$ cat config.mk
export PLATFORM = sky130hd
export DESIGN_NAME = logic_pipe_bist_flat
export DESIGN_NICKNAME = d
export VERILOG_FILES = /design/src/rtl/logic_pipe_bist_if.sv /design/src/rtl/logic_pipe_bist.sv /design/src/flat_wrapper.sv
export SDC_FILE = /design/constraint.sdc
export NUM_CORES = 1
export LEC_CHECK = 0
export BUFFER_PORTS_ARGS = -buffer_cell sky130_fd_sc_hd__buf_2
export CAP_MARGIN = 20
export CORE_UTILIZATION = 35
export CTS_CLUSTER_DIAMETER = 150
export CTS_CLUSTER_SIZE = 28
export DETAILED_ROUTE_END_ITERATION = 10
export SETUP_SLACK_MARGIN = 0.2
export SYNTH_ARGS = -nofsm -noshare
export SYNTH_HDL_FRONTEND = slang
export SYNTH_SLANG_ARGS = --single-unit
export TNS_END_PERCENT = 1
$ cat constraint.sdc
create_clock -name clk -period 6.3 [get_ports clk]
set_clock_uncertainty 0.15 [all_clocks]
set_input_delay 0.315 -clock clk [delete_from_list [all_inputs] [get_ports clk]]
set_output_delay 0.315 -clock clk [all_outputs]
set_load 0.03 [all_outputs]
$ cat src/rtl/logic_pipe_bist_if.sv
// -----------------------------------------------------------------------------
// logic_pipe_bist_if
//   Streaming handshake bundle for logic_pipe_bist.
//   Upstream side : in_valid / in_ready / in_data
//   Downstream side: out_valid / out_ready / out_data
//   master : the environment (drives inputs, takes outputs)
//   slave  : the pipe itself
// -----------------------------------------------------------------------------
interface logic_pipe_bist_if #(
  parameter int WIDTH = 8
);
  logic             in_valid;
  logic             in_ready;
  logic [WIDTH-1:0] in_data;
  logic             out_valid;
  logic             out_ready;
  logic [WIDTH-1:0] out_data;

  modport master (
    output in_valid,
    output in_data,
    output out_ready,
    input  in_ready,
    input  out_valid,
    input  out_data
  );

  modport slave (
    input  in_valid,
    input  in_data,
    input  out_ready,
    output in_ready,
    output out_valid,
    output out_data
  );
endinterface

$ cat src/rtl/logic_pipe_bist.sv
// -----------------------------------------------------------------------------
// logic_pipe_bist
//   WIDTH-bit registered datapath of STAGES identical mixed-logic stages, used
//   as a clock-tree sink load. Two modes:
//     - streaming: valid/ready backpressure through bus (slave modport)
//     - self-test: an LFSR feeds the pipe, a MISR compresses the pipe output
//
// Ports
//   clk       : sole clock, rising edge
//   rst       : synchronous active-high reset
//   bus       : streaming handshake (in_valid/in_ready/in_data,
//               out_valid/out_ready/out_data)
//   start     : one-cycle self-test request, honoured only in IDLE
//   busy      : self-test in progress (RUN or DRAIN)
//   done      : one-cycle pulse when the signature is final
//   signature : MISR value, held until the next start or rst
// -----------------------------------------------------------------------------
module logic_pipe_bist #(
  parameter int               WIDTH    = 8,
  parameter int               STAGES   = 4,
  parameter int               PATTERNS = 256,
  parameter logic [WIDTH-1:0] POLY     = 8'h1D,
  parameter logic [WIDTH-1:0] SEED     = 8'h01
) (
  input  logic                   clk,
  input  logic                   rst,
  logic_pipe_bist_if.slave       bus,
  input  logic                   start,
  output logic                   busy,
  output logic                   done,
  output logic [WIDTH-1:0]       signature
);

  typedef enum logic [1:0] {
    S_IDLE  = 2'd0,
    S_RUN   = 2'd1,
    S_DRAIN = 2'd2,
    S_DONE  = 2'd3
  } state_t;

  // ---------------------------------------------------------------------------
  // Datapath helpers
  // ---------------------------------------------------------------------------
  function automatic logic [WIDTH-1:0] rotl(input logic [WIDTH-1:0] x,
                                            input int               n);
    return (x << n) | (x >> (WIDTH - n));
  endfunction

  function automatic logic [WIDTH-1:0] stage_f(input logic [WIDTH-1:0] x);
    logic [WIDTH-1:0] r1;
    logic [WIDTH-1:0] r2;
    r1 = rotl(x, 1);
    r2 = rotl(x, 2);
    return (x & r1) ^ ~(x | r2) ^ r1;
  endfunction

  // Galois shift shared by LFSR and MISR
  function automatic logic [WIDTH-1:0] galois_shift(input logic [WIDTH-1:0] v);
    return (v << 1) ^ (v[WIDTH-1] ? POLY : '0);
  endfunction

  function automatic logic [WIDTH-1:0] misr_step(input logic [WIDTH-1:0] s,
                                                 input logic [WIDTH-1:0] d);
    return galois_shift(s) ^ d;
  endfunction

  // ---------------------------------------------------------------------------
  // State
  // ---------------------------------------------------------------------------
  state_t           r_state;
  logic [WIDTH-1:0] r_lfsr;
  logic [WIDTH-1:0] r_misr;
  logic [15:0]      r_cnt;
  logic             r_busy;
  logic             r_done;

  logic [STAGES-1:0] r_vld_p;
  logic [WIDTH-1:0]  r_data_p [STAGES];

  logic             w_idle;
  logic             w_run;
  logic             w_out_valid;
  logic             w_stall;
  logic             w_in_ready;
  logic             w_accept;
  logic             w_start_run;
  logic             w_stage0_v;
  logic [WIDTH-1:0] w_stage0_d;
  logic             w_absorb;

  assign w_idle      = (r_state == S_IDLE);
  assign w_run       = (r_state == S_RUN);
  // The pipe is only visible downstream while idle; self-test hides it so
  // out_ready can never stall an LFSR run.
  assign w_out_valid = r_vld_p[STAGES-1] & w_idle;
  assign w_stall     = w_out_valid & ~bus.out_ready;
  // rst gating keeps in_ready low during the reset cycle itself.
  assign w_in_ready  = ~rst & ~w_stall & w_idle;
  assign w_accept    = bus.in_valid & w_in_ready;
  assign w_start_run = w_idle & start;
  assign w_stage0_v  = w_run | w_accept;
  assign w_stage0_d  = w_run ? r_lfsr : bus.in_data;
  assign w_absorb    = (r_state == S_RUN || r_state == S_DRAIN) & r_vld_p[STAGES-1];

  assign bus.in_ready  = w_in_ready;
  assign bus.out_valid = w_out_valid;
  assign bus.out_data  = r_data_p[STAGES-1];
  assign busy          = r_busy;
  assign done          = r_done;
  assign signature     = r_misr;

  // ---------------------------------------------------------------------------
  // Pipeline ranks: stage 0 captures f(input), stage i captures f(stage i-1)
  // ---------------------------------------------------------------------------
  always_ff @(posedge clk) begin
    if (rst) begin
      r_vld_p <= '0;
      for (int i = 0; i < STAGES; i++) begin
        r_data_p[i] <= '0;
      end
    end else if (w_start_run) begin
      // Leftover streaming words must not reach the MISR.
      r_vld_p <= '0;
    end else if (!w_stall) begin
      r_vld_p[0]  <= w_stage0_v;
      r_data_p[0] <= stage_f(w_stage0_d);
      for (int i = 1; i < STAGES; i++) begin
        r_vld_p[i]  <= r_vld_p[i-1];
        r_data_p[i] <= stage_f(r_data_p[i-1]);
      end
    end
  end

  // ---------------------------------------------------------------------------
  // Self-test controller, LFSR, pattern counter, MISR
  // ---------------------------------------------------------------------------
  always_ff @(posedge clk) begin
    if (rst) begin
      r_state <= S_IDLE;
      r_lfsr  <= SEED;
      r_misr  <= '0;
      r_cnt   <= '0;
      r_busy  <= 1'b0;
      r_done  <= 1'b0;
    end else begin
      r_done <= 1'b0;
      if (w_absorb) begin
        r_misr <= misr_step(r_misr, r_data_p[STAGES-1]);
      end
      case (r_state)
        S_IDLE: begin
          if (start) begin
            r_state <= S_RUN;
            r_lfsr  <= SEED;
            r_misr  <= '0;
            r_cnt   <= '0;
            r_busy  <= 1'b1;
          end
        end
        S_RUN: begin
          r_lfsr <= galois_shift(r_lfsr);
          r_cnt  <= r_cnt + 16'd1;
          if (r_cnt == 16'(PATTERNS - 1)) begin
            r_state <= S_DRAIN;
          end
        end
        S_DRAIN: begin
          // Final word is absorbed on the edge its valid leaves the last rank;
          // the all-clear is seen one edge later.
          if (~|r_vld_p) begin
            r_state <= S_DONE;
            r_busy  <= 1'b0;
            r_done  <= 1'b1;
          end
        end
        S_DONE: begin
          r_state <= S_IDLE;
        end
        default: begin
          r_state <= S_IDLE;
        end
      endcase
    end
  end

endmodule

$ cat src/flat_wrapper.sv
// flat-port wrapper written by rule: the top's interface ports become plain ports
module logic_pipe_bist_flat 
#(
  parameter int               WIDTH    = 8,
  parameter int               STAGES   = 4,
  parameter int               PATTERNS = 256,
  parameter logic [WIDTH-1:0] POLY     = 8'h1D,
  parameter logic [WIDTH-1:0] SEED     = 8'h01
)
  (clk, rst, start, busy, done, signature, bus_in_valid, bus_in_data, bus_out_ready, bus_in_ready, bus_out_valid, bus_out_data);
  logic_pipe_bist_if #(.WIDTH(WIDTH)) bus_i ();
  input  logic clk;
  input  logic rst;
  input  logic start;
  output logic busy;
  output logic done;
  output logic [WIDTH-1:0] signature;
  input wire logic [$bits(bus_i.in_valid)-1:0] bus_in_valid;
  input wire logic [$bits(bus_i.in_data)-1:0] bus_in_data;
  input wire logic [$bits(bus_i.out_ready)-1:0] bus_out_ready;
  output wire logic [$bits(bus_i.in_ready)-1:0] bus_in_ready;
  output wire logic [$bits(bus_i.out_valid)-1:0] bus_out_valid;
  output wire logic [$bits(bus_i.out_data)-1:0] bus_out_data;
  assign bus_i.in_valid = bus_in_valid;
  assign bus_i.in_data = bus_in_data;
  assign bus_i.out_ready = bus_out_ready;
  assign bus_in_ready = bus_i.in_ready;
  assign bus_out_valid = bus_i.out_valid;
  assign bus_out_data = bus_i.out_data;
  logic_pipe_bist #(.WIDTH(WIDTH), .STAGES(STAGES), .PATTERNS(PATTERNS), .POLY(POLY), .SEED(SEED)) u_core (.clk(clk), .rst(rst), .bus(bus_i), .start(start), .busy(busy), .done(done), .signature(signature));
endmodule
==> qor.csv <==
stage,metric,value,unit
cts,clock-sinks,72,
timing,min_period,2.84,ns
job,max-cap-violations,0,
drt,drt_wl_total,5850,um
critical_path,r2r_slack,3.46,ns
global_routing,first_global_vias,2224,
power,cellPowerDensity,438,nW/um2
final_layout,final_layout_size_suffix_gt1_share,15.0,%
synth,ys_async_sr_fraction,0,%
power,ir_drop,0.158,mV
die,start_util,36.5,%
worst_hold_path,hp-class,in2reg,
synth,synth-seq-cells,72,
timing,finalCritPeriodShare,45.0,%
synth,yosys_most_used_dff,dfxtp_1,
synth,synth.largest_area_cell,edfxtp_1,
drt,via_per_inst,4.74,
drt,wl_per_cell,12.1,um
synth,synth_warnings,0,
critical_path,critPathKind,reg2reg,
place,dp_hpwl,4190,um
final_layout,final_cell_area,3850,um2
die,die_h,101,um
timing,fin_hold_ws,0.156,ns
cts,cts_setup_buffers,0,
die,core,9330,um2
drt,first_iter_violations,65,
global_routing,grt_pass1_wl,10100,um
final_layout,syn_to_final_growth,13.2,%
critical_path,setup.worst_path.end_class,flip-flop,
run_status,status,"finished, final reports clean",
timing,rsz0062_at_grt,false,
power,leakage,1.52,nW
cts,cts_tree,yes,
timing,worstMarginPinSlew,0.760,ns
drt,drcViolationCount,0,
drt,ant_nets,0,
critical_path,required,6.21,ns
timing,finalSetupTns,0,ns
cts,cts_made_buffers,9,
cts,ctsResizeCount,0,
critical_path,critPathLaunchType,flip-flop,
synth,yosysSeqAreaShare,51.8,%
timing,slew_headroom,49.2,%
cts,root_buffer,clkbuf_8,
critical_path,crit_arrival,2.74,ns
final_layout,layout.nets,365,
global_routing,overflow,0,
synth,synthTopCellsByArea,"edfxtp_1 28%, dfxtp_1 24%, xor2_1 8.0%, xnor2_1 5.7%, nor3_1 4.0%",
die,placementRows,35,
final_layout,final_util,41.3,%
cts,clockBufferDepth,2,
drt,drt_first_pass_iters,4,
synth,syn_area_per_cell,10.5,um2
synth,netlist.area_leader.share,28.2,%
die,die_area,10100,um2
timing,final-max-slew-violation-count,0,
synth,synthDistinctLibCells,40,
global_routing,antenna_found_initial,0,
place,placed_area,3610,um2
synth,synth_edf_count,32,
place,io_buffers,32,
die,die_w,101,um
timing,timing_hold_violations_final,0,
global_routing,track_usage,12.8,%
cts,h-tree-depth,3,
critical_path,cp_max_fo,24,
place,place_congestion,0.710,
synth,syn_area,3400,um2
cts,clk_latency,0.34,ns
cts,hold_buffers,0,
synth,syn_inst,325,
cts,path_clk_slew,0.08,ns
die,io_pins,33,
global_routing,grt_max_degree,33,
synth,synth_nets,342,
timing,setup_viol,0,
final_layout,antenna_cells,0,
timing,fmax,353,MHz
drt,vias,2287,
[flip-flops by register name, indices dropped and copies added (netlist names)]
| register | count |
|---|---|
| u_core.r_state | 2 |
| u_core.signature | 8 |
| u_core.busy | 1 |
| u_core.r_cnt | 16 |
| u_core.r_lfsr | 8 |
| u_core.done | 1 |
| u_core.r_data_p | 32 |
| u_core.r_vld_p | 4 |
[stage by stage]
| stage | power [mW] | instances | setup WS [ns] |
|---|---|---|---|
| after floorplan | 1.21 | 325 | 2.09 |
| after global placement | 1.28 | 464 | 3.45 |
| after detailed placement | 1.30 | 464 | 3.40 |
| after CTS | 1.69 | 480 | 3.36 |
| after global routing | 1.80 | 482 | 3.18 |
| final | 1.69 | 482 | 3.46 |
[cells in the mapped netlist, drive strengths merged (9+ instances only)]
library cell	count
dfxtp	40
nand2	15
edfxtp	32
and3	10
buf	14
nor3	27
xnor2	22
nor2	27
xor2	31
mux2i	11
clkbuf	9
a21oi	12
[layer usage]
metal	routed length (um)	vias up	track usage [%]	part of all wire (%)
li1	-	1184	-	-
met1	2730	1059	15.6	47
met2	2820	40	21.1	48
met3	257	4	4.79	4.4
met4	39	0	3.68	0.67
met5	0	-	0	0
[logic make-up after synthesis]
family / Yosys count / share of synthesized area, %
AOI/OAI and AO/OA: 45 / 8.71
buffers and inverters: 29 / 4.41
adders and majority gates: 4 / 1.47
muxes: 12 / 3.57
and+or+nand+nor: 110 / 16.4
DFF: 72 / 51.8
xor gates and xnor gates: 53 / 13.6
[path summary, 6_finish.rpt]
check | startpoint | to | cells past startpoint
setup / recovery | u_core.r_state[1]$_SDFFE_PP0P_ | u_core.r_data_p[0][12]$_SDFFCE_PN0P_ | 6
hold / removal | rst | u_core.r_cnt[0]$_SDFFE_PP0P_ | 2
setup reg to reg | u_core.r_state[1]$_SDFFE_PP0P_ | u_core.r_data_p[0][12]$_SDFFCE_PN0P_ | 6
hold reg to reg | u_core.r_vld_p[0]$_SDFFE_PP0N_ | u_core.r_vld_p[0]$_SDFFE_PP0N_ | 2
[where the power goes]
group          internal [mW]  switching (mW)  total, mW
logic                  0.230           0.325      0.555
registers              0.638           0.102      0.739
clock network          0.231           0.161      0.392
total                   1.10           0.588       1.69
[placed cells by master (no fill, tap or decap), types with 3 or more instances in the layout]
cell type  netlist  final
clkbuf_16        0      3
nand2_1         15     15
or3_1            5      5
inv_1            6      6
clkbuf_8         0     10
xor2_1          31     31
nand3_1          4      4
xnor2_1         22     22
dfxtp_1         40     40
nand4_1          3      3
a22oi_1          8      8
a211oi_1         6      6
and3_1          10     10
a21oi_1         12     12
and2_1           4      4
nor2_1          27     27
ha_1             4      4
or4_1            5      5
o21ai_0          8      7
buf_2            5     32
buf_4            9      3
nor3b_1          3      3
nor3_1          27     27
mux2i_1         11     11
edfxtp_1        32     32
[worst max-delay path, cell delays in order, from the launching register on]
cell and delay [ns]:
dfxtp_1 0.33, inv_1 0.08, ha_1 0.32, and2_1 0.20, nor2b_1 0.62, or2_1 0.70, nor3_1 0.13
[cell type report]
type	instances	area (um2)
clock buffer	16	228
fill	903	5480
inverter	6	22.5
multi-input combinational	224	1500
sequential	72	1760
tap	129	161
timing repair buffer	35	183
No activity file was read; power rests on OpenSTA's default activity.
